## config.mk

```make
export PLATFORM = sky130hd
export DESIGN_NAME = imem_loader
export DESIGN_NICKNAME = d
export VERILOG_FILES = /design/src/rtl/imem_loader_pkg.sv /design/src/rtl/imem_loader_word_assembler.sv /design/src/rtl/imem_loader.sv
export SDC_FILE = /design/constraint.sdc
export NUM_CORES = 1
export LEC_CHECK = 0
export CORE_MARGIN = 5
export CORE_UTILIZATION = 40
export DETAILED_ROUTE_END_ITERATION = 8
export PLACE_DENSITY = 0.68
export SKIP_CTS_REPAIR_TIMING = 1
export SYNTH_ARGS = -nofsm -noshare
export SYNTH_HDL_FRONTEND = slang
export SYNTH_SLANG_ARGS = --single-unit
```

## constraint.sdc

```tcl
create_clock -name clk -period 2.7 [get_ports clk]
set_input_delay 0.405 -clock clk [delete_from_list [all_inputs] [get_ports clk]]
set_output_delay 0.405 -clock clk [all_outputs]
set_load 0.03 [all_outputs]
```

## src/rtl/imem_loader_pkg.sv

```systemverilog
// imem_loader_pkg -- shared types and defaults for the instruction-memory loader.
//   state_t            : loader FSM state encoding
//   ADDR_W_DEFAULT     : default instruction-memory word address width
//   MAX_WORDS_DEFAULT  : default largest accepted program length in words
// CHK is only reachable when IMEM_LOADER_CHECKSUM_EN is defined.
package imem_loader_pkg;

    localparam int ADDR_W_DEFAULT    = 10;
    localparam int MAX_WORDS_DEFAULT = 1024;

    typedef enum logic [2:0] {
        IDLE,
        HDR_HI,
        HDR_LO,
        DATA,
        WRITE,
        CHK,
        DONE,
        ERR
    } state_t;

endpackage

```

## src/rtl/imem_loader_word_assembler.sv

```systemverilog
// word_assembler -- packs four serial bytes into one big-endian 32-bit word.
//   clk, reset      : clock, async active-low reset
//   clear           : drop any partial word (new load)
//   shift_en        : a data byte is accepted this cycle
//   byte_in         : the data byte
//   word            : assembled word (first byte in bits 31:24)
//   word_complete   : this cycle's accepted byte is the 4th of a word
module word_assembler (
    input  logic        clk,
    input  logic        reset,
    input  logic        clear,
    input  logic        shift_en,
    input  logic [7:0]  byte_in,
    output logic [31:0] word,
    output logic        word_complete
);

    logic [1:0] byte_cnt;

    assign word_complete = shift_en && (byte_cnt == 2'd3);

    // Counter wraps naturally after the 4th byte, so no explicit restart.
    always_ff @(posedge clk or negedge reset) begin
        if (!reset) begin
            word     <= '0;
            byte_cnt <= '0;
        end else if (clear) begin
            word     <= '0;
            byte_cnt <= '0;
        end else if (shift_en) begin
            word     <= {word[23:0], byte_in};
            byte_cnt <= byte_cnt + 2'd1;
        end
    end

endmodule

```

## src/rtl/imem_loader.sv

```systemverilog
// imem_loader -- serial program loader for the pipeline processor's
// instruction memory. Receives a 16-bit big-endian word count N, then N
// big-endian 32-bit words, writing each to consecutive addresses from 0.
// The processor is held in reset until a load completes.
//   clk, reset     : clock, async active-low reset
//   start          : one-cycle load request (honoured in IDLE/DONE/ERR only)
//   byte_in/valid  : serial byte source, byte_ready is the handshake back
//   imem_we/addr/wdata : instruction-memory write port
//   cpu_reset      : active-high processor reset, low only in DONE
//   load_done      : program loaded, processor released
//   load_error     : bad header (or bad checksum) aborted the load
// Optional: define IMEM_LOADER_CHECKSUM_EN to require a trailing byte equal
// to the XOR of all data bytes.
module imem_loader
    import imem_loader_pkg::*;
#(
    parameter int ADDR_W    = ADDR_W_DEFAULT,
    parameter int MAX_WORDS = MAX_WORDS_DEFAULT
) (
    input  logic              clk,
    input  logic              reset,
    input  logic              start,
    input  logic [7:0]        byte_in,
    input  logic              byte_valid,
    output logic              byte_ready,
    output logic              imem_we,
    output logic [ADDR_W-1:0] imem_addr,
    output logic [31:0]       imem_wdata,
    output logic              cpu_reset,
    output logic              load_done,
    output logic              load_error
);

    localparam logic [ADDR_W-1:0] ADDR_MAX = '1;

`ifdef IMEM_LOADER_CHECKSUM_EN
    localparam state_t LAST_NEXT = CHK;
`else
    localparam state_t LAST_NEXT = DONE;
`endif

    state_t      state, state_n;
    logic [7:0]  hdr_hi_q;
    logic [15:0] rem_q;       // words still to be written
    logic [15:0] hdr_n;
    logic        hdr_bad;
    logic        accept;
    logic        start_load;
    logic        data_shift;
    logic [31:0] word;
    logic        word_complete;

    assign accept     = byte_valid && byte_ready;
    assign hdr_n      = {hdr_hi_q, byte_in};
    assign hdr_bad    = (hdr_n == 16'd0) || (32'(hdr_n) > 32'(MAX_WORDS));
    assign start_load = start && ((state == IDLE) || (state == DONE) || (state == ERR));
    assign data_shift = accept && (state == DATA);
    assign imem_wdata = word;

    word_assembler u_asm (
        .clk           (clk),
        .reset         (reset),
        .clear         (start_load),
        .shift_en      (data_shift),
        .byte_in       (byte_in),
        .word          (word),
        .word_complete (word_complete)
    );

`ifdef IMEM_LOADER_CHECKSUM_EN
    logic [7:0] xor_q;

    always_ff @(posedge clk or negedge reset) begin
        if (!reset)          xor_q <= '0;
        else if (start_load) xor_q <= '0;
        else if (data_shift) xor_q <= xor_q ^ byte_in;
    end
`endif

    always_ff @(posedge clk or negedge reset) begin
        if (!reset) state <= IDLE;
        else        state <= state_n;
    end

    always_comb begin
        state_n    = state;
        byte_ready = 1'b0;
        imem_we    = 1'b0;
        cpu_reset  = 1'b1;
        load_done  = 1'b0;
        load_error = 1'b0;
        case (state)
            IDLE: begin
                if (start) state_n = HDR_HI;
            end
            HDR_HI: begin
                byte_ready = 1'b1;
                if (accept) state_n = HDR_LO;
            end
            HDR_LO: begin
                byte_ready = 1'b1;
                if (accept) state_n = hdr_bad ? ERR : DATA;
            end
            DATA: begin
                byte_ready = 1'b1;
                if (word_complete) state_n = WRITE;
            end
            WRITE: begin
                imem_we = 1'b1;
                state_n = (rem_q == 16'd1) ? LAST_NEXT : DATA;
            end
`ifdef IMEM_LOADER_CHECKSUM_EN
            CHK: begin
                byte_ready = 1'b1;
                if (accept) state_n = (byte_in == xor_q) ? DONE : ERR;
            end
`endif
            DONE: begin
                cpu_reset = 1'b0;
                load_done = 1'b1;
                if (start) state_n = HDR_HI;
            end
            ERR: begin
                load_error = 1'b1;
                if (start) state_n = HDR_HI;
            end
            default: state_n = IDLE;
        endcase
    end

    // Address saturates at the top so a full-size program never wraps to 0.
    always_ff @(posedge clk or negedge reset) begin
        if (!reset) begin
            hdr_hi_q  <= '0;
            rem_q     <= '0;
            imem_addr <= '0;
        end else begin
            if (start_load)
                imem_addr <= '0;
            else if ((state == WRITE) && (imem_addr != ADDR_MAX))
                imem_addr <= imem_addr + ADDR_W'(1);

            if (accept && (state == HDR_HI))
                hdr_hi_q <= byte_in;

            if (accept && (state == HDR_LO))
                rem_q <= hdr_n;
            else if (state == WRITE)
                rem_q <= rem_q - 16'd1;
        end
    end

endmodule

```

; ---- Yosys cells after proc, flatten, opt, wreduce, memory -nomap -nowiden
; Index checks and enable logic that the tools add are counted.
[word_totals]
memories = 0
reg_bits = 71
elab_cells = 61
mem_bits_ro = 0
out_inout_bits = 47
latch_bits = 0
in_bits = 12
ram_bits = 0
[op_classes]
reduce_logical = 18
n_div = 0
n_addsub = 3
bitwise = 0
muxes = 20
n_eq_ne = 13
n_shift = 0
order_cmp = 1
n_mul = 0
[ops]
columns = cell, count
row1 = 2-to-1 mux 32 bit, 2
row2 = 2-to-1 mux 16 bit, 2
row3 = 2-to-1 mux 10 bit, 2
row4 = 2-to-1 mux 3 bit, 6
row5 = "== test 16 x 1 -> 1 bit, second input constant", 1
row6 = "greater-than comparator 16 x 11 -> 1 bit, second input constant", 1
row7 = logical NOT 16 bit, 1
row8 = "subtractor 16 x 1 -> 16 bit, second input constant", 1
row9 = one-hot mux 3 bit (5 select lines), 1
row10 = "adder 10 x 1 -> 10 bit, second input constant", 1
row11 = "inequality test 10 bit, second input constant", 1
row12 = "== test 3 bit, second input constant", 3
row13 = logical AND 1 bit, 7
row14 = "== test 3 x 2 -> 1 bit, second input constant", 2
row15 = nonzero test 2 bit, 3
row16 = OR reduction 3 bit, 2
row17 = 2-to-1 mux 1 bit, 5
row18 = 2-to-1 mux 2 bit, 2
row19 = "inequality test 2 x 1 -> 1 bit, second input constant", 2
row20 = "inequality test 2 bit, second input constant", 2
row21 = AND reduction 4 bit, 1
row22 = "== test 3 x 1 -> 1 bit, second input constant", 1
row23 = logical NOT 3 bit, 1
row24 = logical OR 1 bit, 3
row25 = other kinds (2), 2

; ---- Longest topological paths before layout
[logic_depth]
word_depth = 8
mapped_depth = 6
mapped_depth_nobuf = 6

; ---- Hierarchy
; Synthesis repeated with hierarchy kept, for this count alone.
[hier_totals]
hier_cells = 344
hier_area_um2 = 3587.2
[modules_own_cells]
columns = mod, cells_per_inst, area_each_um2, seq_area_each_um2, instances
row1 = imem_loader, 232, 2159.6, 925.9, 1
row2 = word_assembler, 112, 1427.6, 850.8, 1

; ---- Least setup slack after synthesis
; OpenSTA, ideal clock, no wires.
[synth_timing]
kind = register -> register
startpoint = register state[0]
endpoint = register imem_addr[0]
slack_ps = 760
setup_ps = 140
t_arrival_ps = 1800
t_required_ps = 2560
path_stages_with_launch = 7
synth_period_minus_slack_ps = 1940
path_buffers = 1
path_cell_list = dfrtp_1 or3b_4 inv_1 clkbuf_1 o31ai_1 nand3_1 o21ai_0
[synth_via]
elab_chain_cells = 5
word_cells_on_any_way = 10
classes_between = eq/ne (3) / mux (1) / reduce/logical (6)
[synth_lines]
columns = element, line
row1 = from (decl), imem_loader.sv:42  ; state_t state, state_n;
row2 = from (signal assigned), imem_loader.sv:82  ; else state <= state_n;
row3 = == test 3 bit / logical NOT 3 bit (equally long branches), imem_loader.sv:56  ; assign start_load = start && ((state == IDLE) || (state == DONE) || (state == ERR));
row4 = logical OR 1 bit (2 in series), imem_loader.sv:56
row5 = logical AND 1 bit, imem_loader.sv:56
row6 = 2-to-1 mux 10 bit / nonzero test 2 bit (equally long branches), -
row7 = to (signal assigned), imem_loader.sv:141  ; imem_addr <= imem_addr + ADDR_W'(1);
row8 = to (decl), imem_loader.sv:27  ; output logic [ADDR_W-1:0] imem_addr,
; Several ways; a longest one is shown, not always the timed one.
; A chain may end at the register's enable or synchronous reset.

; ---- Worst setup path after layout
[layout_timing]
startpoint = register state[1]
endpoint = output load_done
[layout_via]
elab_chain_cells = 2
[layout_lines]
columns = element, line
row1 = == test 3 bit, imem_loader.sv:92  ; case (state)
row2 = 2-to-1 mux 1 bit, imem_loader.sv:92
row3 = to (decl), imem_loader.sv:30  ; output logic load_done,
; No other way between the ends.

==> flow_metrics.py <==
metrics = {
    "synth": {
        "ys_ff_latch": 71,
        "syn_inst": 377,
        "synth-edff-count": 0,
        "seq_area_frac_synth_pct": 52.00,
        "synth_cell_types": 45,
        "syn-cell-area_um2": 3417,
        "yosys_most_used_dff": "dfrtp_1",
        "yosysTopAreaCell": "dfrtp_1",
        "synth_nets": 393,
        "synth_area_leaders": "dfrtp_1 52%, nand2_1 9.9%, a21oi_1 6.2%",
        "synth-warning-count": 0,
        "synth_top_area_share_pct": 52.00,
        "async_reset_ff_share_pct": 100.0,
        "syn_area_per_cell_um2": 9.064,
    },
    "cells_and_area": {
        "drive_above_1_share_pct": 9.276,
        "nNetsFinal": 453,
        "diodes": 0,
        "fin_area_um2": 4388,
        "syn2layout_area_growth_pct": 28.41,
        "layout.cells.non_filler": 547,
        "fill_cells": 775,
    },
    "critical_path": {
        "critPathKind": "reg -> out",
        "worst-path-buf-inv": 2,
        "reg2reg_depth": 6,
        "cp_slowest_cell": "clkdlybuf4s50_1",
        "slowest_delay_ps": 660,
        "r2r_slack_ps": 420,
        "crit_fanout": 14,
        "timing.rr.end": "rem_q[14]$_DFFE_PN0P_",
        "cpLargestDelayFamily": "buffers and inverters",
        "worst_ep_required_time_ps": 2300,
        "crit_chain": "and2_1, nand2b_1, inv_1, clkdlybuf4s50_1",
        "worstSetupEndpointType": "primary output",
        "r2r-start": "state[1]$_DFFE_PN0P_",
        "startpoint_type": "register",
        "critPathArrivalTime_ps": 1940,
    },
    "power_and_ir_drop": {
        "p_comb_share_pct": 42.2,
        "power_frac_clock_pct": 20.3,
        "ir_worst_vdd_uv": 531.2,
        "switching_share_pct": 40.98,
        "leakage_nw": 1.796,
        "powerDensity_nw_per_um2": 1072,
        "seq_power_share_pct": 37.6,
        "p_int_mw": 2.777,
        "p_sw_mw": 1.928,
    },
    "floorplanning": {
        "initial_core_util_pct": 41.38,
        "io_pins": 59,
        "coreArea_um2": 8258,
        "dieWidth_um": 102.4,
        "die_y_um": 102.4,
        "row_count": 33,
        "dieArea_um2": 10490,
    },
    "global_routing": {
        "grt-ovfl-total": 0,
        "grt_antenna_before_repair": 0,
        "grt_pass1_vias": 2802,
        "grt_max_degree": 46,
        "gr-usage-all-layers_pct": 17.24,
        "grt_pass1_wl_um": 14040,
    },
    "timing": {
        "tightest_slew_ps": 636.5,
        "final_max_slew_viol_count": 0,
        "rsz0062_at_grt": "no",
        "period_minus_slack_ps": 2340,
        "final_hold_viol_count": 0,
        "clock_skew_ps": 10.24,
        "setup_viol": 0,
        "max_freq_mhz": 427.3,
        "fin_crit_sh_pct": 86.67,
        "setup_tns_ps": 0,
        "slew-limit-headroom_pct": 57.57,
    },
    "routing": {
        "drc_errors": 0,
        "ant_nets": 0,
        "drt_iter0_drc": 155,
        "wl_um": 8398,
        "routedWlPerCell_um": 15.35,
        "vias": 2985,
        "vias_per_cell": 5.457,
        "first_pass_iters": 4,
    },
    "clock_network": {
        "cts_sinks": 71,
        "clkTransAtPathRegs_ps": 90,
        "clk-insertion-delay-late_ps": 350,
        "clockBufferDepth": 2,
        "tritoncts": "yes",
        "cts_buffers": 9,
        "htree_levels": 3,
        "cts_root_buf": "clkbuf_8",
    },
    "job": {
        "maxCapViolations": 0,
    },
    "placement": {
        "port_buffers": 58,
        "post-place-cells": 531,
        "placed_cell_area_um2": 4165,
        "gp_congestion": 0.8749,
        "dp_hpwl_um": 5956,
    },
    "outcome": {
        "status": "finished clean",
    },
    "hold_path": {
        "hold_path_class": "in -> async",
    },
}
-- power by group through the flow --
| stage | registers (mW) | logic (mW) | clock network (mW) |
|---|---|---|---|
| 3_5_place_dp | 1.79 | 1.99 | 0 |
| 4_1_cts | 1.77 | 2.00 | 0.974 |
| 5_1_grt | 1.83 | 2.18 | 1.03 |
| 3_3_place_gp | 1.77 | 1.96 | 0 |
| 6_report | 1.77 | 1.98 | 0.953 |
| 2_1_floorplan | 2.03 | 0.971 | 0 |
-- per-stage QoR --
stage / setup slack, ps / utilization [%] / hold WS, ps / power (mW)
5_1_grt: 173.8 / 53.14 / 105.9 / 5.039
2_1_floorplan: 760.3 / - / 109.4 / 2.997
3_3_place_gp: 205.3 / 50.44 / 462.1 / 3.737
4_1_cts: 73.74 / 53.11 / 75.37 / 4.741
6_report: 359.9 / 53.14 / 66.34 / 4.705
3_5_place_dp: 192.7 / 50.44 / 464.0 / 3.780
-- final cells by class --
cell class	instances	area (um2)	area share [%]
Inverter	12	45.04	1.027
Clock inverter	6	92.59	2.110
Multi-Input combinational cell	274	1529	34.84
Timing Repair Buffer	69	685.7	15.63
Clock buffer	10	127.6	2.908
Sequential cell	71	1777	40.49
Tap cell	105	131.4	2.994
-- cell usage after synthesis, drive strengths merged, types with 2 or more instances --
library cell   n
o41ai          2
and3           3
ha             4
nor3           7
o21ai         15
nand2         90
mux2           7
nor4           6
nand4          2
a21oi         42
o311ai         8
o31ai          3
a32oi          3
o211ai         9
or3            4
nor2b          5
or2            2
or4            5
inv           12
a22oi          3
a31oi          3
dfrtp         71
and2           3
nand3         12
nor2          19
clkbuf        20
-- cell families after synthesis --
| logic type | Yosys count | share of synthesized area, % |
|---|---|---|
| compound gates | 96 | 17.54 |
| xor+xnor | 1 | 0.2564 |
| fa+ha+maj | 4 | 1.465 |
| buf+inv | 32 | 3.515 |
| flops | 71 | 52.00 |
| mux | 7 | 2.307 |
| simple gates | 166 | 22.92 |
-- worst max path at each step --
stage / startpoint / slack [ps] / depth (start not counted) / end
finish: state[1]$_DFFE_PN0P_ / 360 / 4 / load_done
global route: state[1]$_DFFE_PN0P_ / 170 / 6 / rem_q[14]$_DFFE_PN0P_
CTS: state[1]$_DFFE_PN0P_ / 70 / 3 / imem_we
detailed placement: byte_in[1] / 190 / 5 / state[2]$_DFFE_PN0P_
global placement: byte_in[1] / 210 / 5 / state[2]$_DFFE_PN0P_
floorplan: state[0]$_DFFE_PN0P_ / 760 / 6 / imem_addr[0]$_DFFE_PN0P_
-- per-layer routing --
| layer | vias to the layer above | part of all wire, % | track usage, % |
|---|---|---|---|
| met4 | 0 | 2.2 | 7.568 |
| li1 | 1468 | - | - |
| met3 | 15 | 4.6 | 4.164 |
| met1 | 1428 | 47 | 23.72 |
| met5 | - | 0 | 0 |
| met2 | 74 | 47 | 25.87 |
-- placed cells by master, fill, tap and decap left out, types with 3 or more instances in the layout --
cell	synthesis	routed
a21oi_1	42	42
a22oi_1	3	3
a31oi_1	3	3
a32oi_1	3	3
and2_1	3	3
and3_1	3	3
buf_4	0	9
clkbuf_8	0	9
clkdlybuf4s50_1	0	56
dfrtp_1	71	71
ha_1	4	4
inv_1	12	12
mux2_2	7	7
nand2_1	90	90
nand3_1	12	12
nor2_1	19	18
nor2b_1	5	5
nor3_1	7	7
nor4_1	5	5
o211ai_1	9	9
o21ai_0	15	15
o311ai_0	8	8
o31ai_1	3	3
or3_1	3	3
or4_1	5	5
-- flip-flops by register name, summed over array words and instances, names as in the netlist --
name / count
state: 3
hdr_hi_q: 8
u_asm.byte_cnt: 2
u_asm.word: 32
rem_q: 16
imem_addr: 10
(Power assumes the default switching activity.)
